==> src/rtl/game_pkg.sv <==
// Shared key-polarity constants and the auto-repeat state encoding used by the
// key conditioning logic.
package game_pkg;

    localparam logic KEY_PRESSED  = 1'b0;
    localparam logic KEY_RELEASED = 1'b1;

    typedef enum logic [1:0] {
        REL       = 2'd0,
        HELD_WAIT = 2'd1,
        HELD_RPT  = 2'd2
    } rpt_state_e;

    function automatic int unsigned max_u(input int unsigned a, input int unsigned b);
        return (a > b) ? a : b;
    endfunction

endpackage

==> src/rtl/key_chan.sv <==
// One key channel: two-flop synchroniser, debounce counter that accepts a new
// level after DEBOUNCE_CYCLES stable cycles, and press/release/auto-repeat strobes.
module key_chan
    import game_pkg::*;
#(
    parameter int unsigned DEBOUNCE_CYCLES = 1000000,
    parameter int unsigned REPEAT_DELAY    = 25000000,
    parameter int unsigned REPEAT_RATE     = 5000000
) (
    input  logic clk,
    input  logic rst_n,
    input  logic key_raw_i,
    output logic key_level_o,
    output logic key_press_o,
    output logic key_release_o,
    output logic key_rpt_o
);

    localparam int unsigned DW = $clog2(DEBOUNCE_CYCLES);
    localparam int unsigned RW = $clog2(max_u(REPEAT_DELAY, REPEAT_RATE));
    localparam logic [DW-1:0] D_TERM  = DW'(DEBOUNCE_CYCLES - 1);
    localparam logic [RW-1:0] RD_TERM = RW'(REPEAT_DELAY - 1);
    localparam logic [RW-1:0] RR_TERM = RW'(REPEAT_RATE - 1);

    logic [1:0]    sync_q;
    logic          level_q;
    logic          level_d;
    logic [DW-1:0] dcnt_q;
    logic [DW-1:0] dcnt_d;
    logic          differ;
    logic          accept;
    logic          acc_press;
    logic          acc_release;
    rpt_state_e    state_q;
    logic [RW-1:0] rcnt_q;
    logic          press_q;
    logic          release_q;
    logic          rpt_q;

    // The counter only increments below its terminal value, so it cannot wrap.
    always_comb begin
        differ      = (sync_q[1] != level_q);
        accept      = differ && (dcnt_q == D_TERM);
        acc_press   = accept && (sync_q[1] == KEY_PRESSED);
        acc_release = accept && (sync_q[1] == KEY_RELEASED);
        level_d     = accept ? sync_q[1] : level_q;
        dcnt_d      = dcnt_q;
        if (!differ || accept) begin
            dcnt_d = '0;
        end else begin
            dcnt_d = dcnt_q + 1'b1;
        end
    end

    always_ff @(posedge clk or negedge rst_n) begin
        if (!rst_n) begin
            sync_q    <= {KEY_RELEASED, KEY_RELEASED};
            level_q   <= KEY_RELEASED;
            dcnt_q    <= '0;
            state_q   <= REL;
            rcnt_q    <= '0;
            press_q   <= 1'b0;
            release_q <= 1'b0;
            rpt_q     <= 1'b0;
        end else begin
            sync_q    <= {sync_q[0], key_raw_i};
            level_q   <= level_d;
            dcnt_q    <= dcnt_d;
            press_q   <= acc_press;
            release_q <= acc_release;
            rpt_q     <= 1'b0;
            case (state_q)
                REL: begin
                    rcnt_q <= '0;
                    if (acc_press) begin
                        state_q <= HELD_WAIT;
                    end
                end
                HELD_WAIT: begin
                    // A release wins over a repeat due in the same cycle.
                    if (acc_release) begin
                        state_q <= REL;
                        rcnt_q  <= '0;
                    end else if (rcnt_q == RD_TERM) begin
                        state_q <= HELD_RPT;
                        rcnt_q  <= '0;
                        rpt_q   <= 1'b1;
                    end else begin
                        rcnt_q <= rcnt_q + 1'b1;
                    end
                end
                HELD_RPT: begin
                    if (acc_release) begin
                        state_q <= REL;
                        rcnt_q  <= '0;
                    end else if (rcnt_q == RR_TERM) begin
                        rcnt_q <= '0;
                        rpt_q  <= 1'b1;
                    end else begin
                        rcnt_q <= rcnt_q + 1'b1;
                    end
                end
                default: begin
                    state_q <= REL;
                    rcnt_q  <= '0;
                end
            endcase
        end
    end

    assign key_level_o   = level_q;
    assign key_press_o   = press_q;
    assign key_release_o = release_q;
    assign key_rpt_o     = rpt_q;

endmodule

==> src/rtl/key_cond.sv <==
// Key conditioner: N_KEYS independent debounced channels with press, release,
// auto-repeat and menu-step strobes.
module key_cond #(
    parameter int unsigned N_KEYS          = 2,
    parameter int unsigned DEBOUNCE_CYCLES = 1000000,
    parameter int unsigned REPEAT_DELAY    = 25000000,
    parameter int unsigned REPEAT_RATE     = 5000000
) (
    input  logic              clk,
    input  logic              rst_n,
    input  logic [N_KEYS-1:0] key_raw,
    output logic [N_KEYS-1:0] key_level,
    output logic [N_KEYS-1:0] key_press,
    output logic [N_KEYS-1:0] key_release,
    output logic [N_KEYS-1:0] key_rpt,
    output logic [N_KEYS-1:0] key_step
);

    generate
        for (genvar gi = 0; gi < N_KEYS; gi++) begin : g_chan
            key_chan #(
                .DEBOUNCE_CYCLES(DEBOUNCE_CYCLES),
                .REPEAT_DELAY   (REPEAT_DELAY),
                .REPEAT_RATE    (REPEAT_RATE)
            ) u_chan (
                .clk          (clk),
                .rst_n        (rst_n),
                .key_raw_i    (key_raw[gi]),
                .key_level_o  (key_level[gi]),
                .key_press_o  (key_press[gi]),
                .key_release_o(key_release[gi]),
                .key_rpt_o    (key_rpt[gi])
            );
        end
    endgenerate

    assign key_step = key_press | key_rpt;

endmodule

==> config.mk <==
export PLATFORM = sky130hd
export DESIGN_NAME = key_cond
export DESIGN_NICKNAME = d
export VERILOG_FILES = /design/src/rtl/game_pkg.sv /design/src/rtl/key_chan.sv /design/src/rtl/key_cond.sv
export SDC_FILE = /design/constraint.sdc
export NUM_CORES = 1
export LEC_CHECK = 0
export CORE_AREA = 5 5 98 119
export CTS_CLUSTER_SIZE = 12
export DETAILED_ROUTE_END_ITERATION = 12
export DIE_AREA = 0 0 103 124
export DONT_BUFFER_PORTS = 1
export PLACE_DENSITY = 0.72
export SYNTH_ARGS = -nofsm -noshare
export SYNTH_HDL_FRONTEND = slang
export SYNTH_SLANG_ARGS = --single-unit
==> constraint.sdc <==
create_clock -name clk -period 7.2 [get_ports clk]
set_input_delay 1.44 -clock clk [delete_from_list [all_inputs] [get_ports clk]]
set_output_delay 1.44 -clock clk [all_outputs]
set_load 0.02 [all_outputs]
## Yosys cells after proc, flatten, opt, wreduce, memory -nomap -nowiden

Index checks and enable logic that the tools add are counted.

- Input bits: 4
- Flip-flop bits (word level): 106

- Add/sub/neg operators: 4
- Equality and inequality tests: 18
- Mux-type cells: 32
- Reduce and logical (&&, ||, !) cells: 14
- Bitwise operators: 3

Operators by type and width:

| operator | count |
|---|---|
| $mux 25 | 8 |
| $pmux 25 s2 | 2 |
| $add 25x1->25 const B | 2 |
| $eq 25x23->1 const B | 2 |
| $eq 25x25->1 const B | 2 |
| $add 20x1->20 const B | 2 |
| $eq 20x20->1 const B | 2 |
| $mux 20 | 2 |
| $mux 2 | 8 |
| $pmux 2 s3 | 2 |
| $mux 1 | 8 |
| $ne 2x1->1 const B | 4 |
| $logic_and 1x1->1 | 6 |
| $ne 3x1->1 const B | 2 |
| $reduce_and 3->1 | 2 |
| $eq 2x1->1 const B | 2 |
| $eq 2x2->1 const B | 2 |
| $logic_not 2->1 | 2 |
| $pmux 1 s2 | 2 |
| $logic_not 1->1 | 2 |
| $logic_or 1x1->1 | 2 |
| $ne 1x1->1 | 2 |
| $not 1->1 | 2 |
| $or 2x2->2 | 1 |

## Logic depth before layout (Yosys ltp)

- Depth after elaboration: 5
- Depth in mapped cells: 7
- Gate-level depth less buffers: 6

## Hierarchy

Synthesis repeated with hierarchy kept, for this count alone.

- Cell total of the unflattened synthesis: 546
- Area, all modules: 5313.8 µm²

By module, submodules not included:

| module | area an instance (µm²) | cells each | seq. area each (µm²) | instances |
|---|---|---|---|---|
| key_chan (g_chan[1].u_chan) | 2661.3 | 274 | 1330.0 | 1 |
| key_chan (g_chan[0].u_chan) | 2640.0 | 270 | 1330.0 | 1 |
| key_cond | 12.5 | 2 | 0.0 | 1 |

## Worst setup path after synthesis

Ideal clock, no wire load.

- Path type: flip-flop to flip-flop
- From: register g_chan[0].u_chan.rcnt_q[6]
- To: register g_chan[0].u_chan.state_q[0]
- Setup time: 0.087 ns
- Slack: 4.881 ns
- Buffers on the path: 0
- Arrival time: 2.233 ns
- Cell stages (with the launch flop): 6
- Cell sequence: dfrtp_1 > or4b_1 > or4_4 > or3_1 > a2111o_1 > o211ai_1

- Word-level cells in the longest chain between the ends: 3

Ends and longest elaborated chain:

| what | line | text |
|---|---|---|
| from (decl) | key_chan.sv:35 | `logic [RW-1:0] rcnt_q;` |
| from (signal assigned) | key_chan.sv:89 | `rcnt_q <= rcnt_q + 1'b1;` |
| from (signal assigned) | key_chan.sv:100 | `rcnt_q <= rcnt_q + 1'b1;` |
| $eq 25x25->1 | key_chan.sv:84 | `end else if (rcnt_q == RD_TERM) begin` |
| $ne 3x1->1 (no source line) | - |  |
| $reduce_and 3->1 (no source line) | - |  |
| to (signal assigned) | key_chan.sv:82 | `state_q <= REL;` |
| to (signal assigned) | key_chan.sv:85 | `state_q <= HELD_RPT;` |
| to (signal assigned) | key_chan.sv:94 | `state_q <= REL;` |
| to (decl) | key_chan.sv:34 | `rpt_state_e state_q;` |

Every way passes these cells.
A chain may end at the register's enable or synchronous reset.

## Final worst setup path

- From: register g_chan[0].u_chan.rcnt_q[6]
- To: register g_chan[0].u_chan.rcnt_q[22]

- Word-level cells in the longest chain between the ends: 4

Ends and longest elaborated chain:

| what | line | text |
|---|---|---|
| $add 25x1->25 (tied with other cells) | key_chan.sv:89, key_chan.sv:100 |  |
| $mux 25 (on tied branches) | key_chan.sv:96, key_chan.sv:84 |  |
| $mux 25 (on tied branches) | key_chan.sv:93, key_chan.sv:81 |  |
| $pmux 25 s2 (*) | key_chan.sv:72 | `case (state_q)` |

Every way passes the cells marked *; elsewhere a longest branch is shown, timed or not.

==> metrics.md <==
| Metric | Value |
|---|---|
| Core footprint | 10,400 sq um |
| Reg-to-reg critical path startpoint | g_chan[0].u_chan.rcnt_q[6]$_DFF_PN0_ |
| Finished Layout Cells | 683 |
| WL final | 9530 um |
| Worst vdd ir | 0.000103 V |
| Setup WS pre-CTS | 4.51 ns |
| Final hold violation count | 0 |
| DP Area | 5410 sq um |
| Total gr overflow | 0 |
| Clock power frac | 0.447 |
| Reg2reg path depth | 5 |
| Synth unique cells | 48 |
| R2r setup slk | 4.55 ns |
| Hold endpoint | g_chan[0].u_chan.sync_q[1]$_DFF_PN1_ |
| Fillcell total | 923 |
| Io pins | 14 |
| Post-CTS Hold Fix Bufs | 0 |
| Hold crit path type | reg2reg |
| CTS resizes | 0 |
| Sinks on Clock Net | 106 |
| Vias/cell | 5.59 |
| Final setup TNS | 0 ns |
| Critical path arrival | 2.85 ns |
| Syn Nets | 570 |
| Maxcap violations | 0 |
| Post-CTS Setup Bufs | 0 |
| Via count | 3,819 |
| Finished Cell Area | 5710 sq um |
| Largest net degree at the start of global routing | 107 |
| Crit start category | flip-flop |
| Die area | 12,800 sq um |
| Port bufs | 0 |
| Internal Power | 0.890 mW |
| HP Start | g_chan[0].u_chan.sync_q[0]$_DFF_PN1_ |
| Clock Latency Late Sink | 0.34 ns |
| Worst path required time | 7.39 ns |
| Core Util, Final | 0.551 |
| RD Place Congestion | 0.811 |
| Layout cells sized above 1 | 0.0596 |
| Comb pwr share | 0.009 |
| F_max | 377 MHz |
| Nets | 564 |
| Antenna cell count | 0 |
| Syn Area/Cell | 9.64 sq um |
| Endpoints failing setup | 0 |
| Top FF cell, synth | dfrtp_1 |
| CTS tree | done |
| Initial Utilization | 0.517 |
| Status | complete, no violations |
| Static Leak | 2.27 nW |
| Average wire per standard cell | 13.9 um |
| Htree depth | 3 |
| Post-synth ARST share | 1.00 |
| Site Rows | 41 |
| Ys Warns | 0 |
| Clock-pin slew on the worst setup and hold paths | 0.06 ns |
| Inserted Clock Buffers | 9 |
| Die Width | 103 um |
| Sw frac | 0.198 |
| Post-layout power | 1.11 mW |
| Layout area overhead | 6.58% |
| Vias in the first global route | 3,847 |
| Psw | 0.220 mW |
| Mapped Cells | 556 |
| Post-route minimum period | 2.65 ns |
| Clock Skews | 0.0112 ns |
| Die Ht | 124 um |
| Placed insts | 668 |
| Maximum buffer depth of the clock tree | 2 |
| DR iter-0 viols | 244 |
| Unrepaired setup endpoints after global routing | no |
| Initial antenna violation count | 0 |
| Slew Viols, Final | 0 |
| Critical Path Fanout Max | 25 |
| Drt pass-1 iters | 4 |
| Antenna viol nets, final | 0 |
| Crit. End Element | flip-flop |
| Relative slew slack | 0.147 |
| Setup WS post-layout | 4.55 ns |
| Register area share after synthesis | 0.496 |
| Crit share post-route | 0.369 |
| Setup CP Type | reg2reg |
| Hold_ws | 0.351 ns |
| Pwr dens | 194 nW/um^2 |
| Drt drc | 0 |
| Count of state elements after synthesis | 106 |
| Sequential Power Share | 0.544 |
| Reg-to-reg endpoint | g_chan[0].u_chan.rcnt_q[22]$_DFF_PN0_ |
| Post-synth EDFFs | 0 |
| Dpl hpwl | 6370 um |
| CTS Root Cell | clkbuf_16 |
| Hold Path Depth | 0 |
| Synthesized area | 5360 sq um |
| Pin slew with the least headroom to its limit | 1.27 ns |
| Global-route wire length before repair | 17,300 um |
| GRT Overall Usage | 0.167 |
## critical path, cell delays in order, from the launching register on
cell and delay (ns):
dfrtp_1 0.43, or4b_1 0.54, or4_4 0.46, o31a_2 0.38
o211ai_4 0.57, nor2_1 0.12
## state kept, by name (all words and copies together), names as in the netlist
register	flops
g_chan.u_chan.dcnt_q	40
g_chan.u_chan.key_level_o	2
g_chan.u_chan.key_press_o	2
g_chan.u_chan.key_release_o	2
g_chan.u_chan.key_rpt_o	2
g_chan.u_chan.rcnt_q	50
g_chan.u_chan.state_q	4
g_chan.u_chan.sync_q	4
## logic make-up (layout without fill, tap and decap cells)
logic type / count (synthesis) / after routing / synth area share
simple gates: 300 / 300 / 0.276
compound gates: 19 / 19 / 0.0313
fa+ha+maj: 10 / 10 / 0.0233
flops: 106 / 106 / 0.496
xor+xnor: 82 / 82 / 0.134
mux: 2 / 2 / 0.00420
buf+inv: 37 / 35 / 0.0350
## worst max path at each step
stage | startpoint | to | slack, ns | cells after the start
5_1_grt | g_chan[0].u_chan.rcnt_q[6]$_DFF_PN0_ | g_chan[0].u_chan.rcnt_q[13]$_DFF_PN0_ | 4.38 | 5
6_report | g_chan[0].u_chan.rcnt_q[6]$_DFF_PN0_ | g_chan[0].u_chan.rcnt_q[22]$_DFF_PN0_ | 4.55 | 5
3_5_place_dp | g_chan[0].u_chan.rcnt_q[6]$_DFF_PN0_ | g_chan[0].u_chan.rcnt_q[22]$_DFF_PN0_ | 4.51 | 5
4_1_cts | g_chan[0].u_chan.rcnt_q[6]$_DFF_PN0_ | g_chan[0].u_chan.rcnt_q[22]$_DFF_PN0_ | 4.50 | 5
3_3_place_gp | g_chan[0].u_chan.rcnt_q[6]$_DFF_PN0_ | g_chan[0].u_chan.rcnt_q[14]$_DFF_PN0_ | 4.60 | 5
2_1_floorplan | g_chan[0].u_chan.rcnt_q[6]$_DFF_PN0_ | g_chan[0].u_chan.state_q[0]$_DFFE_PN0P_ | 4.88 | 5
## final cells by class
cell class	count	area (sq um)	area share
well taps	129	161	0.0283
multi-input cells	413	2510	0.440
inverters	20	75.1	0.0131
clock buffers	11	253	0.0442
flip-flops and latches	106	2660	0.466
clock inverters	4	51.3	0.00898
## power groups by stage
stage	clock (mW)	combinational [mW]	sequential, mW
6_report	0.496	0.0102	0.604
5_1_grt	0.532	0.0116	0.604
4_1_cts	0.508	0.0103	0.604
3_5_place_dp	0	0.00991	0.615
3_3_place_gp	0	0.00974	0.615
2_1_floorplan	0	0.00794	0.614
## synth_stat cells (2+ instances only)
library cell	instances	area, sq um
a211oi_1	2	15.0
xor2_1	41	359
xnor2_1	41	359
nand4b_1	2	17.5
nor4_1	9	56.3
clkbuf_1	6	22.5
buf_6	2	22.5
and3_1	12	75.1
or2_2	6	37.5
dfstp_2	6	158
mux2_2	2	22.5
ha_1	10	125
nor3_1	19	95.1
or3_1	3	18.8
o31a_2	2	20.0
and4_1	7	61.3
nor3b_1	2	15.0
nor4bb_1	4	40.0
nand2b_1	2	12.5
o41ai_1	2	17.5
inv_1	20	75.1
dfrtp_1	100	2500
and2_1	9	56.3
nand2_1	41	154
nand3_1	37	185
nand4_1	25	156
buf_4	9	67.6
or4_1	2	15.0
nor2_1	114	428
## layer usage
| layer | global-route usage | wire (um) | part of all wire | vias to the layer above |
|---|---|---|---|---|
| met5 | 0 | 0 | 0 | - |
| met4 | 0.0769 | 179 | 0.019 | 0 |
| met3 | 0.0263 | 193 | 0.020 | 16 |
| met2 | 0.282 | 4790 | 0.50 | 31 |
| met1 | 0.209 | 4370 | 0.46 | 1896 |
| li1 | - | - | - | 1876 |
## cell usage in the layout, fill, tap and decap left out, types with 2 or more instances in the layout
cell	synthesis	final
xor2_1	41	41
dfrtp_1	100	100
xnor2_1	41	41
and2_1	9	9
nand2_1	41	41
inv_1	20	20
or4_1	2	2
nand4b_1	2	2
nand2b_1	2	2
nor3_1	19	19
nor4_1	9	9
or3_1	3	3
ha_1	10	10
clkbuf_16	0	9
a211oi_1	2	2
clkbuf_8	0	2
and3_1	12	12
nand3_1	37	37
nand4_1	25	25
nor3b_1	2	2
mux2_2	2	2
dfstp_2	6	6
o31a_2	2	2
o41ai_1	2	2
or2_2	6	6
and4_1	7	7
nor4bb_1	4	4
nor2_1	114	114
(Power assumes the default switching activity.)
